===== config.mk =====
export PLATFORM = sky130hd
export DESIGN_NAME = conv_mac_axil_slave
export DESIGN_NICKNAME = d
export VERILOG_FILES = /design/src/rtl/conv_mac_axil_slave.sv
export SDC_FILE = /design/constraint.sdc
export NUM_CORES = 1
export LEC_CHECK = 0
export BUFFER_PORTS_ARGS = -buffer_cell sky130_fd_sc_hd__buf_4
export CAP_MARGIN = 20
export CORE_MARGIN = 3
export CORE_UTILIZATION = 45
export CTS_BUF_LIST = sky130_fd_sc_hd__clkbuf_2 sky130_fd_sc_hd__clkbuf_4 sky130_fd_sc_hd__clkbuf_8
export DETAILED_ROUTE_END_ITERATION = 12
export GPL_TIMING_DRIVEN = 0
export HOLD_SLACK_MARGIN = 0.15
export PLACE_DENSITY_LB_ADDON = 0.05
export SYNTH_ARGS = -nofsm -noshare
export SYNTH_HDL_FRONTEND = slang
export SYNTH_SLANG_ARGS = --single-unit

===== constraint.sdc =====
create_clock -name ACLK -period 9.8 [get_ports ACLK]
set_input_delay 1.96 -clock ACLK [delete_from_list [all_inputs] [get_ports ACLK]]
set_output_delay 1.96 -clock ACLK [all_outputs]
set_load 0.05 [all_outputs]

===== src/rtl/conv_mac_axil_slave.sv =====
// conv_mac_axil_slave
//   AXI4-Lite register slave with a sequential 4-tap signed MAC engine.
//   Word map: 0x00 CTRL (W, self-clearing), 0x04 STATUS, 0x08 PIXELS,
//   0x0C WEIGHTS, 0x10 BIAS, 0x14 RESULT, 0x18 SCRATCH, 0x1C ID.
// Ports:
//   ACLK, ARESETN          clock, synchronous active-low reset
//   S_AXI_AW*/W*/B*        write address / data / response channels
//   S_AXI_AR*/R*           read address / data channels
//   done_irq               level copy of STATUS.DONE
module conv_mac_axil_slave #(
  parameter int unsigned C_S_AXI_DATA_WIDTH = 32,
  parameter int unsigned C_S_AXI_ADDR_WIDTH = 5,
  parameter logic [31:0] ID_VALUE           = 32'hC0A00001
) (
  input  logic                              ACLK,
  input  logic                              ARESETN,
  input  logic [C_S_AXI_ADDR_WIDTH-1:0]     S_AXI_AWADDR,
  input  logic [2:0]                        S_AXI_AWPROT,
  input  logic                              S_AXI_AWVALID,
  output logic                              S_AXI_AWREADY,
  input  logic [C_S_AXI_DATA_WIDTH-1:0]     S_AXI_WDATA,
  input  logic [C_S_AXI_DATA_WIDTH/8-1:0]   S_AXI_WSTRB,
  input  logic                              S_AXI_WVALID,
  output logic                              S_AXI_WREADY,
  output logic [1:0]                        S_AXI_BRESP,
  output logic                              S_AXI_BVALID,
  input  logic                              S_AXI_BREADY,
  input  logic [C_S_AXI_ADDR_WIDTH-1:0]     S_AXI_ARADDR,
  input  logic [2:0]                        S_AXI_ARPROT,
  input  logic                              S_AXI_ARVALID,
  output logic                              S_AXI_ARREADY,
  output logic [C_S_AXI_DATA_WIDTH-1:0]     S_AXI_RDATA,
  output logic [1:0]                        S_AXI_RRESP,
  output logic                              S_AXI_RVALID,
  input  logic                              S_AXI_RREADY,
  output logic                              done_irq
);

  localparam int unsigned DW = C_S_AXI_DATA_WIDTH;
  localparam int unsigned SW = DW / 8;

  localparam logic [2:0] W_CTRL    = 3'd0;
  localparam logic [2:0] W_STATUS  = 3'd1;
  localparam logic [2:0] W_PIXELS  = 3'd2;
  localparam logic [2:0] W_WEIGHTS = 3'd3;
  localparam logic [2:0] W_BIAS    = 3'd4;
  localparam logic [2:0] W_RESULT  = 3'd5;
  localparam logic [2:0] W_SCRATCH = 3'd6;
  localparam logic [2:0] W_ID      = 3'd7;

  typedef enum logic {S_IDLE, S_RUN} mac_state_e;

  // Bus-side registers
  logic          awready_q, wready_q, bvalid_q;
  logic          arready_q, rvalid_q;
  logic [DW-1:0] rdata_q;
  logic [DW-1:0] pixels_q, weights_q, bias_q, scratch_q;
  logic          start_pend_q, clr_pend_q;

  // MAC engine registers
  mac_state_e    state_q, state_d;
  logic [1:0]    idx_q, idx_d;
  logic [DW-1:0] acc_q, acc_d;
  logic [DW-1:0] pix_sh_q, pix_sh_d;
  logic [DW-1:0] wt_sh_q, wt_sh_d;
  logic [DW-1:0] result_q, result_d;
  logic          busy_q, busy_d;
  logic          done_q, done_d;

  logic          wr_fire_c, rd_fire_c;
  logic [2:0]    wr_word_c, rd_word_c;
  logic [DW-1:0] rd_mux_c;

  logic signed [7:0]  pix_byte_c, wt_byte_c;
  logic signed [15:0] prod_c;
  logic [DW-1:0]      acc_sum_c;

  logic unused_ok;
  assign unused_ok = ^{S_AXI_AWPROT, S_AXI_ARPROT, S_AXI_AWADDR[1:0], S_AXI_ARADDR[1:0]};

  // Upper address bits alias: only the word index [4:2] is decoded.
  assign wr_word_c = S_AXI_AWADDR[4:2];
  assign rd_word_c = S_AXI_ARADDR[4:2];

  // Accept a write only when both channels are present and the response slot is free.
  assign wr_fire_c = S_AXI_AWVALID && S_AXI_WVALID && !bvalid_q && !awready_q;
  assign rd_fire_c = S_AXI_ARVALID && !arready_q && !rvalid_q;

  function automatic logic [DW-1:0] apply_strb(input logic [DW-1:0] old_v,
                                               input logic [DW-1:0] new_v,
                                               input logic [SW-1:0] strb);
    logic [DW-1:0] res;
    res = old_v;
    for (int i = 0; i < int'(SW); i++) begin
      if (strb[i]) res[8*i +: 8] = new_v[8*i +: 8];
    end
    return res;
  endfunction

  // Read data mux; sampled at address acceptance so a same-cycle write is not yet visible.
  always_comb begin
    rd_mux_c = '0;
    case (rd_word_c)
      W_CTRL:    rd_mux_c = '0;
      W_STATUS:  rd_mux_c = DW'({done_q, busy_q});
      W_PIXELS:  rd_mux_c = pixels_q;
      W_WEIGHTS: rd_mux_c = weights_q;
      W_BIAS:    rd_mux_c = bias_q;
      W_RESULT:  rd_mux_c = result_q;
      W_SCRATCH: rd_mux_c = scratch_q;
      W_ID:      rd_mux_c = DW'(ID_VALUE);
      default:   rd_mux_c = '0;
    endcase
  end

  // AXI handshakes and the RW register bank
  always_ff @(posedge ACLK) begin
    if (!ARESETN) begin
      awready_q    <= 1'b0;
      wready_q     <= 1'b0;
      bvalid_q     <= 1'b0;
      arready_q    <= 1'b0;
      rvalid_q     <= 1'b0;
      rdata_q      <= '0;
      pixels_q     <= '0;
      weights_q    <= '0;
      bias_q       <= '0;
      scratch_q    <= '0;
      start_pend_q <= 1'b0;
      clr_pend_q   <= 1'b0;
    end else begin
      awready_q <= wr_fire_c;
      wready_q  <= wr_fire_c;

      if (bvalid_q && S_AXI_BREADY) bvalid_q <= 1'b0;
      else if (awready_q)           bvalid_q <= 1'b1;

      arready_q <= rd_fire_c;
      if (rd_fire_c) rdata_q <= rd_mux_c;

      if (rvalid_q && S_AXI_RREADY) rvalid_q <= 1'b0;
      else if (arready_q)           rvalid_q <= 1'b1;

      // CTRL bits are one-cycle pulses into the MAC engine.
      start_pend_q <= wr_fire_c && (wr_word_c == W_CTRL) && S_AXI_WSTRB[0] && S_AXI_WDATA[0];
      clr_pend_q   <= wr_fire_c && (wr_word_c == W_CTRL) && S_AXI_WSTRB[0] && S_AXI_WDATA[1];

      if (wr_fire_c) begin
        case (wr_word_c)
          W_PIXELS:  pixels_q  <= apply_strb(pixels_q,  S_AXI_WDATA, S_AXI_WSTRB);
          W_WEIGHTS: weights_q <= apply_strb(weights_q, S_AXI_WDATA, S_AXI_WSTRB);
          W_BIAS:    bias_q    <= apply_strb(bias_q,    S_AXI_WDATA, S_AXI_WSTRB);
          W_SCRATCH: scratch_q <= apply_strb(scratch_q, S_AXI_WDATA, S_AXI_WSTRB);
          default:   ;
        endcase
      end
    end
  end

  // One signed 8x8 tap per RUN cycle, sign-extended into the wrapping accumulator.
  assign pix_byte_c = pix_sh_q[{idx_q, 3'b000} +: 8];
  assign wt_byte_c  = wt_sh_q[{idx_q, 3'b000} +: 8];
  assign prod_c     = 16'(pix_byte_c) * 16'(wt_byte_c);
  assign acc_sum_c  = acc_q + DW'(prod_c);

  // MAC state register
  always_ff @(posedge ACLK) begin
    if (!ARESETN) begin
      state_q  <= S_IDLE;
      idx_q    <= '0;
      acc_q    <= '0;
      pix_sh_q <= '0;
      wt_sh_q  <= '0;
      result_q <= '0;
      busy_q   <= 1'b0;
      done_q   <= 1'b0;
    end else begin
      state_q  <= state_d;
      idx_q    <= idx_d;
      acc_q    <= acc_d;
      pix_sh_q <= pix_sh_d;
      wt_sh_q  <= wt_sh_d;
      result_q <= result_d;
      busy_q   <= busy_d;
      done_q   <= done_d;
    end
  end

  // MAC next-state: START in IDLE snapshots operands; START while running is ignored.
  always_comb begin
    state_d  = state_q;
    idx_d    = idx_q;
    acc_d    = acc_q;
    pix_sh_d = pix_sh_q;
    wt_sh_d  = wt_sh_q;
    result_d = result_q;
    busy_d   = busy_q;
    done_d   = done_q;
    case (state_q)
      S_IDLE: begin
        if (start_pend_q) begin
          pix_sh_d = pixels_q;
          wt_sh_d  = weights_q;
          acc_d    = bias_q;
          idx_d    = '0;
          busy_d   = 1'b1;
          done_d   = 1'b0;
          state_d  = S_RUN;
        end else if (clr_pend_q) begin
          done_d = 1'b0;
        end
      end
      S_RUN: begin
        acc_d = acc_sum_c;
        idx_d = 2'(idx_q + 2'd1);
        if (idx_q == 2'd3) begin
          result_d = acc_sum_c;
          busy_d   = 1'b0;
          done_d   = 1'b1;
          state_d  = S_IDLE;
        end
      end
      default: state_d = S_IDLE;
    endcase
  end

  assign S_AXI_AWREADY = awready_q;
  assign S_AXI_WREADY  = wready_q;
  assign S_AXI_BVALID  = bvalid_q;
  assign S_AXI_BRESP   = 2'b00;
  assign S_AXI_ARREADY = arready_q;
  assign S_AXI_RVALID  = rvalid_q;
  assign S_AXI_RDATA   = rdata_q;
  assign S_AXI_RRESP   = 2'b00;
  assign done_irq      = done_q;

endmodule

==> results of run 1 <==
-- metal layers --
| metal | share of wire [%] | vias to the layer above | GRT usage, % |
|---|---|---|---|
| met4 | 3.1 | 8 | 9.161 |
| met2 | 45 | 570 | 47.17 |
| met1 | 43 | 6869 | 41.09 |
| met5 | 0.097 | - | 0 |
| li1 | - | 6656 | - |
| met3 | 9.1 | 107 | 7.419 |
-- layout by cell type, fill, tap and decap left out, types with 8 or more instances in the layout --
cell and n:
fa_1 56, buf_1 11, buf_4 90, a222oi_1 8, nor3_1 13, nand2_1 209, nor2_1 230, dfxtp_1 299
mux2i_1 135, nand3_1 12, clkbuf_4 15, a22oi_1 21, clkbuf_8 73, inv_1 96, a211oi_1 59, ha_1 63
a22o_1 13, and2_1 49, o21ai_0 48, a221oi_1 23, mux4_2 15, a21o_1 13, xor2_1 12, nor2b_1 24
clkbuf_1 83, xnor2_1 31, a21oi_1 152, mux2_2 38
-- how the worst max path moves through the flow --
stage	startpoint	end	slack (ps)	cells after the start
2_1_floorplan	idx_q[0]	acc_q[23]	1430	27
3_3_place_gp	idx_q[0]	acc_q[23]	-800	27
3_5_place_dp	idx_q[0]	acc_q[23]	210	29
4_1_cts	idx_q[0]	acc_q[23]	150	29
5_1_grt	idx_q[1]	acc_q[23]	110	28
6_report	idx_q[1]	acc_q[23]	570	29
-- layout make-up --
cell class                      instances  area [um2]
Clock buffer                           82        1035
Clock inverter                         11       91.34
Timing Repair Buffer                   86       653.1
Multi-Input combinational cell       1335        9589
Buffer                                111       525.5
Fill cell                            3458       17010
Tap cell                              461       576.8
Sequential cell                       299        5986
Inverter                               97       364.1
-- worst max-delay path: cells and delay by family (launching register included) --
family,cells,cell delay (ps)
DFF,1,330
muxes,1,530
xor gates and xnor gates,1,290
AOI/OAI and AO/OA,11,2450
and+or+nand+nor,4,1410
buffers and inverters,6,1310
adders and majority gates,6,2730
-- stage by stage --
step,worst slack (ps),cells,hold slack [ps],utilization (%),setup TNS (ps)
3_3_place_gp,-796.8,2388,441.5,49.31,-10150
2_1_floorplan,1432,1842,419.6,-,0
6_report,574.7,2482,455.0,52.53,0
5_1_grt,114.5,2482,472.5,52.53,0
3_5_place_dp,210.2,2389,444.8,49.37,0
4_1_cts,153.7,2482,455.1,52.52,0
-- cell families (layout without fill, tap and decap cells) --
kind of cell	Yosys count	after routing	synth area share (%)
multiplexers	188	188	12.88
buffers and inverters	208	387	5.403
flip-flops	299	299	36.41
AO/OA/AOI/OAI	399	399	15.89
AND/OR/NAND/NOR	581	581	15.44
other	1	4	0.02281
XOR/XNOR	44	44	2.344
adder cells (fa/ha/maj)	119	119	11.61
-- state kept, by name, summed over array words and instances (netlist names), 2 cells and up --
register and cells:
acc_q 32, scratch_q 32, result_q 32, S_AXI_RDATA 32, wt_sh_q 32, weights_q 32, bias_q 32, pixels_q 32
pix_sh_q 32, idx_q 2
-- timing repair --
action / 4_1_cts / 5_1_grt
gates resized for setup: 0 / 4
endpoints found under the setup margin: 0 / 13
endpoints found under the hold margin: 0 / 0
-- where the power goes --
part	switching, uW	internal [uW]
logic	127	46.5
clock network	545	697
registers	8.40	1220
total	680	1970
==> out/results.txt, run 1 <==
Final WL: 58.95 mm
Routed len/inst: 23.75 um
Residual DRC: 0
Worst Hold Endpoint: wt_sh_q[24]
Largest net degree at the start of global routing: 14
Layout Skew: 32.78 ps
Die W: 197.1 um
CTS tree: built
Placed Area: 17690 um2
Clock buffer count from CTS: 52
Worst setup path category: flop to flop
Sequential-to-total area share from yosys stat: 36.41%
Num rows: 69
Share of cells above drive strength 1: 13.66%
Max-slew violation count: 0
Hold path depth: 2
Boundary Pins: 101
Yosys reg bits: 299
Tmin final: 9225 ps
Number of global-route vias before repair: 13801
First-pass GRT wire length: 87.22 mm
Worst hold start: wt_sh_q[24]
Clk_lat worst skew: 610 ps
DRT iter0 DRCs: 1135
All-Layer GR Usage: 30.01%
Die Y: 197.1 um
Layout Nets: 2160
Post-synth top cells: dfxtp_1, nor2_1, nand2_1
Final global-route overflow total: 0
Worst EP arrival: 9670 ps
Placeable Area: 35830 um2
Vias/cell: 5.725
Pleak: 0.008365 uW
H-tree Lvls: 2
Pwr Total: 2648 uW
Port Buffers: 85
Drt first pass iters: 5
Critical Path RT: 10250 ps
Post-Syn Area per Cell: 8.940 um2
Final HPWL DP: 45.47 mm
Cts hold-fix bufs: 0
Distinct cell type count of the synthesized netlist: 78
Power Dens Cells: 140.7 nW/um2
Share of the synthesized area in the top cell type: 36.41%
Max transition margin: 33.65%
Post-synth top flop: dfxtp_1
Area grow syn2layout: 14.48%
Critical Path Fanout Max: 10
Initial antenna violation count: 3
Count leader, synth: dfxtp_1
Synthesized area: 16440 um2
RSZ-0062 raised after global routing: no
Worst path slowest cell: or4b_2
Starting density of the core: 45.89%
Number of flops mapped to enable cells by yosys: 0
Number of antenna diodes: 0
Top cells by area, synth: dfxtp_1, mux2i_1, fa_1
Max-cap violations: 0
Endpoints failing setup: 0
Critical Path Start Type: flop
CTS Sinks: 299
Maximum root-to-sink buffer count: 3
F_max: 108.4 MHz
Die ar.: 38860 um2
Ys async rst share: 0%
Period utilisation layout: 94.14%
GP Congestion: 0.9417
Antenna-violating nets left: 0
Fin. Hold Viols: 0
HP Class: flop to flop
Clock root buffer: clkbuf_8
FF-to-FF Start: idx_q[1]
YS warnings: 0
Worst R2R Setup Slack: 570 ps
Area leader, netlist: dfxtp_1
Max incr delay on CP: 630 ps
Vias: 14210
Reg2reg end: acc_q[23]
Register clock-pin slew on the reported worst setup and hold paths: 60 ps
Outcome: complete, no violations
Final instance area: 18820 um2
Worst Tran Pin Value: 995.3 ps
Setup Buffers After CTS: 0
Reg2reg path depth: 29
Worst Setup End Kind: flop
Worst vdd ir: 117.4 uV
Post-Synthesis Cells: 1839
No activity file was read; power rests on OpenSTA's default activity.
==> inputs of run 2 (changes only) <==
Settings changed: PLACE_DENSITY_LB_ADDON 0.05 to unset.
==> run 2 against run 1 <==
Net effect: setup slack better by 150 ps; clock skew is 7.6 ps lower; wire length is 2.5% lower; largest cell class unchanged; critical endpoint unchanged; final area is 0.70% lower.
==> out/results.txt, run 2 (synthesized netlist as in run 1, its figures left out) <==
Power Dens Cells: 136.0 nW/um2
Clock root buffer: clkbuf_8
Max-cap violations: 0
Fin. Hold Viols: 0
Internal Power: 1900 uW
Final global-route overflow total: 0
Endpoints failing setup: 0
Die Y: 197.1 um
CTS Sinks: 299
Placeable Area: 35830 um2
Final setup TNS: 0 ps
Pleak: 0.008303 uW
Worst setup path category: flop to flop
Number of global-route vias before repair: 13696
CTS tree: built
Clk_lat worst skew: 600 ps
Final instance area: 18690 um2
Seq pwr share: 48.5%
Max-slew violation count: 0
Power share of the combinational group: 6.8%
Residual DRC: 0
Vias/cell: 5.777
Pwr Total: 2542 uW
Share of cells above drive strength 1: 13.19%
Register clock-pin slew on the reported worst setup and hold paths: 60 ps
Period utilisation layout: 92.60%
GP Congestion: 0.9779
Layout Nets: 2155
Most frequent cells in the layout: dfxtp_1, nor2_1, nand2_1
Number of antenna diodes: 0
Outcome: complete, no violations
Maximum root-to-sink buffer count: 3
Boundary Pins: 101
Clock buffer count from CTS: 47
Final WL: 57.46 mm
Die ar.: 38860 um2
Setup WS pre-CTS: 76.36 ps
Worst Tran Pin Value: 959.6 ps
Vias: 14269
Die W: 197.1 um
Starting density of the core: 45.89%
HP Class: flop to flop
Worst EP arrival: 9530 ps
Critical Path Fanout Max: 10
Largest net degree at the start of global routing: 18
Num rows: 69
First-pass GRT wire length: 85.86 mm
Antenna-violating nets left: 0
Commonest non-fill, non-tap cell in the layout: dfxtp_1
Final HPWL DP: 45.00 mm
Critical Path RT: 10260 ps
Routed len/inst: 23.26 um
Worst path slowest cell: or4b_2
F_max: 110.2 MHz
Setup ws final: 725.3 ps
Placed Area: 17690 um2
Clock network fraction of total power: 44.7%
DRT iter0 DRCs: 1353
Worst vdd ir: 113.7 uV
H-tree Lvls: 2
Drt first pass iters: 6
Tmin final: 9075 ps
Switching power total: 642.2 uW
Initial antenna violation count: 0
Critical Path Start Type: flop
Area grow syn2layout: 13.68%
Port Buffers: 85
All-Layer GR Usage: 29.34%
Max transition margin: 36.03%
Max incr delay on CP: 610 ps
Switching Share: 25.26%
RSZ-0062 raised after global routing: no
Layout Skew: 25.21 ps
Worst Setup End Kind: flop
-- run 2: cell types whose count changed in the layout (fill, tap and decap cells not counted), sizes merged --
cell | before | now
clkbuf | 173 | 168
clkinv | 7 | 2
clkinvlp | 3 | 1
-- run 2: stage by stage --
stage               hold slack, ps  utilization, %  cells
floorplan                    419.6               -   1842
global route                 469.2           52.16   2470
finish                       454.7           52.16   2470
CTS                          453.7           52.14   2470
detailed placement           445.6           49.37   2389
global placement             439.1           49.31   2388
-- run 2: layout make-up --
class / instances / area [um2]
clock buffer: 77 / 940.9
sequential: 299 / 5986
fill: 3421 / 17140
inverter: 97 / 364.1
timing repair buffer: 86 / 653.1
clock inverter: 4 / 51.30
tap: 461 / 576.8
buffer: 111 / 526.8
multi-input combinational: 1335 / 9590
-- run 2: final timing paths --
path / from / endpoint / slack (ps) / cells past startpoint
setup / recovery: idx_q[0] / acc_q[23] / 730 / 29
hold / removal: pix_sh_q[19] / pix_sh_q[19] / 450 / 2
setup reg to reg: idx_q[0] / acc_q[23] / 730 / 29
hold reg to reg: pix_sh_q[19] / pix_sh_q[19] / 450 / 2
-- run 2: what timing repair did --
item,CTS,global route
resized for setup,0,7
hold buffers,0,0
setup buffers,0,0
endpoints found under the setup margin,0,18
endpoints found under the hold margin,0,0
-- run 2: power groups by stage --
stage	sequential (uW)	clock, uW	combinational (uW)
after floorplan	1270	0	73.5
after global placement	1260	0	166
after detailed placement	1260	0	167
after CTS	1230	1140	168
after global routing	1230	1200	179
final	1230	1140	172
-- run 2: routing by layer --
layer	up-vias	routed length, um	GRT usage (%)
li1	6634	-	-
met1	6951	25410	41.93
met2	576	25250	45.46
met3	108	4931	5.236
met4	0	1869	9.213
met5	-	0	0
-- run 2: critical path, delay by kind of cell (launching register included) --
family	cells	cell delay [ps]
multiplexers	1	390
AO/OA/AOI/OAI	12	2760
AND/OR/NAND/NOR	4	1400
buffers and inverters	5	970
XOR/XNOR	1	300
adder cells (fa/ha/maj)	6	2690
flip-flops	1	400
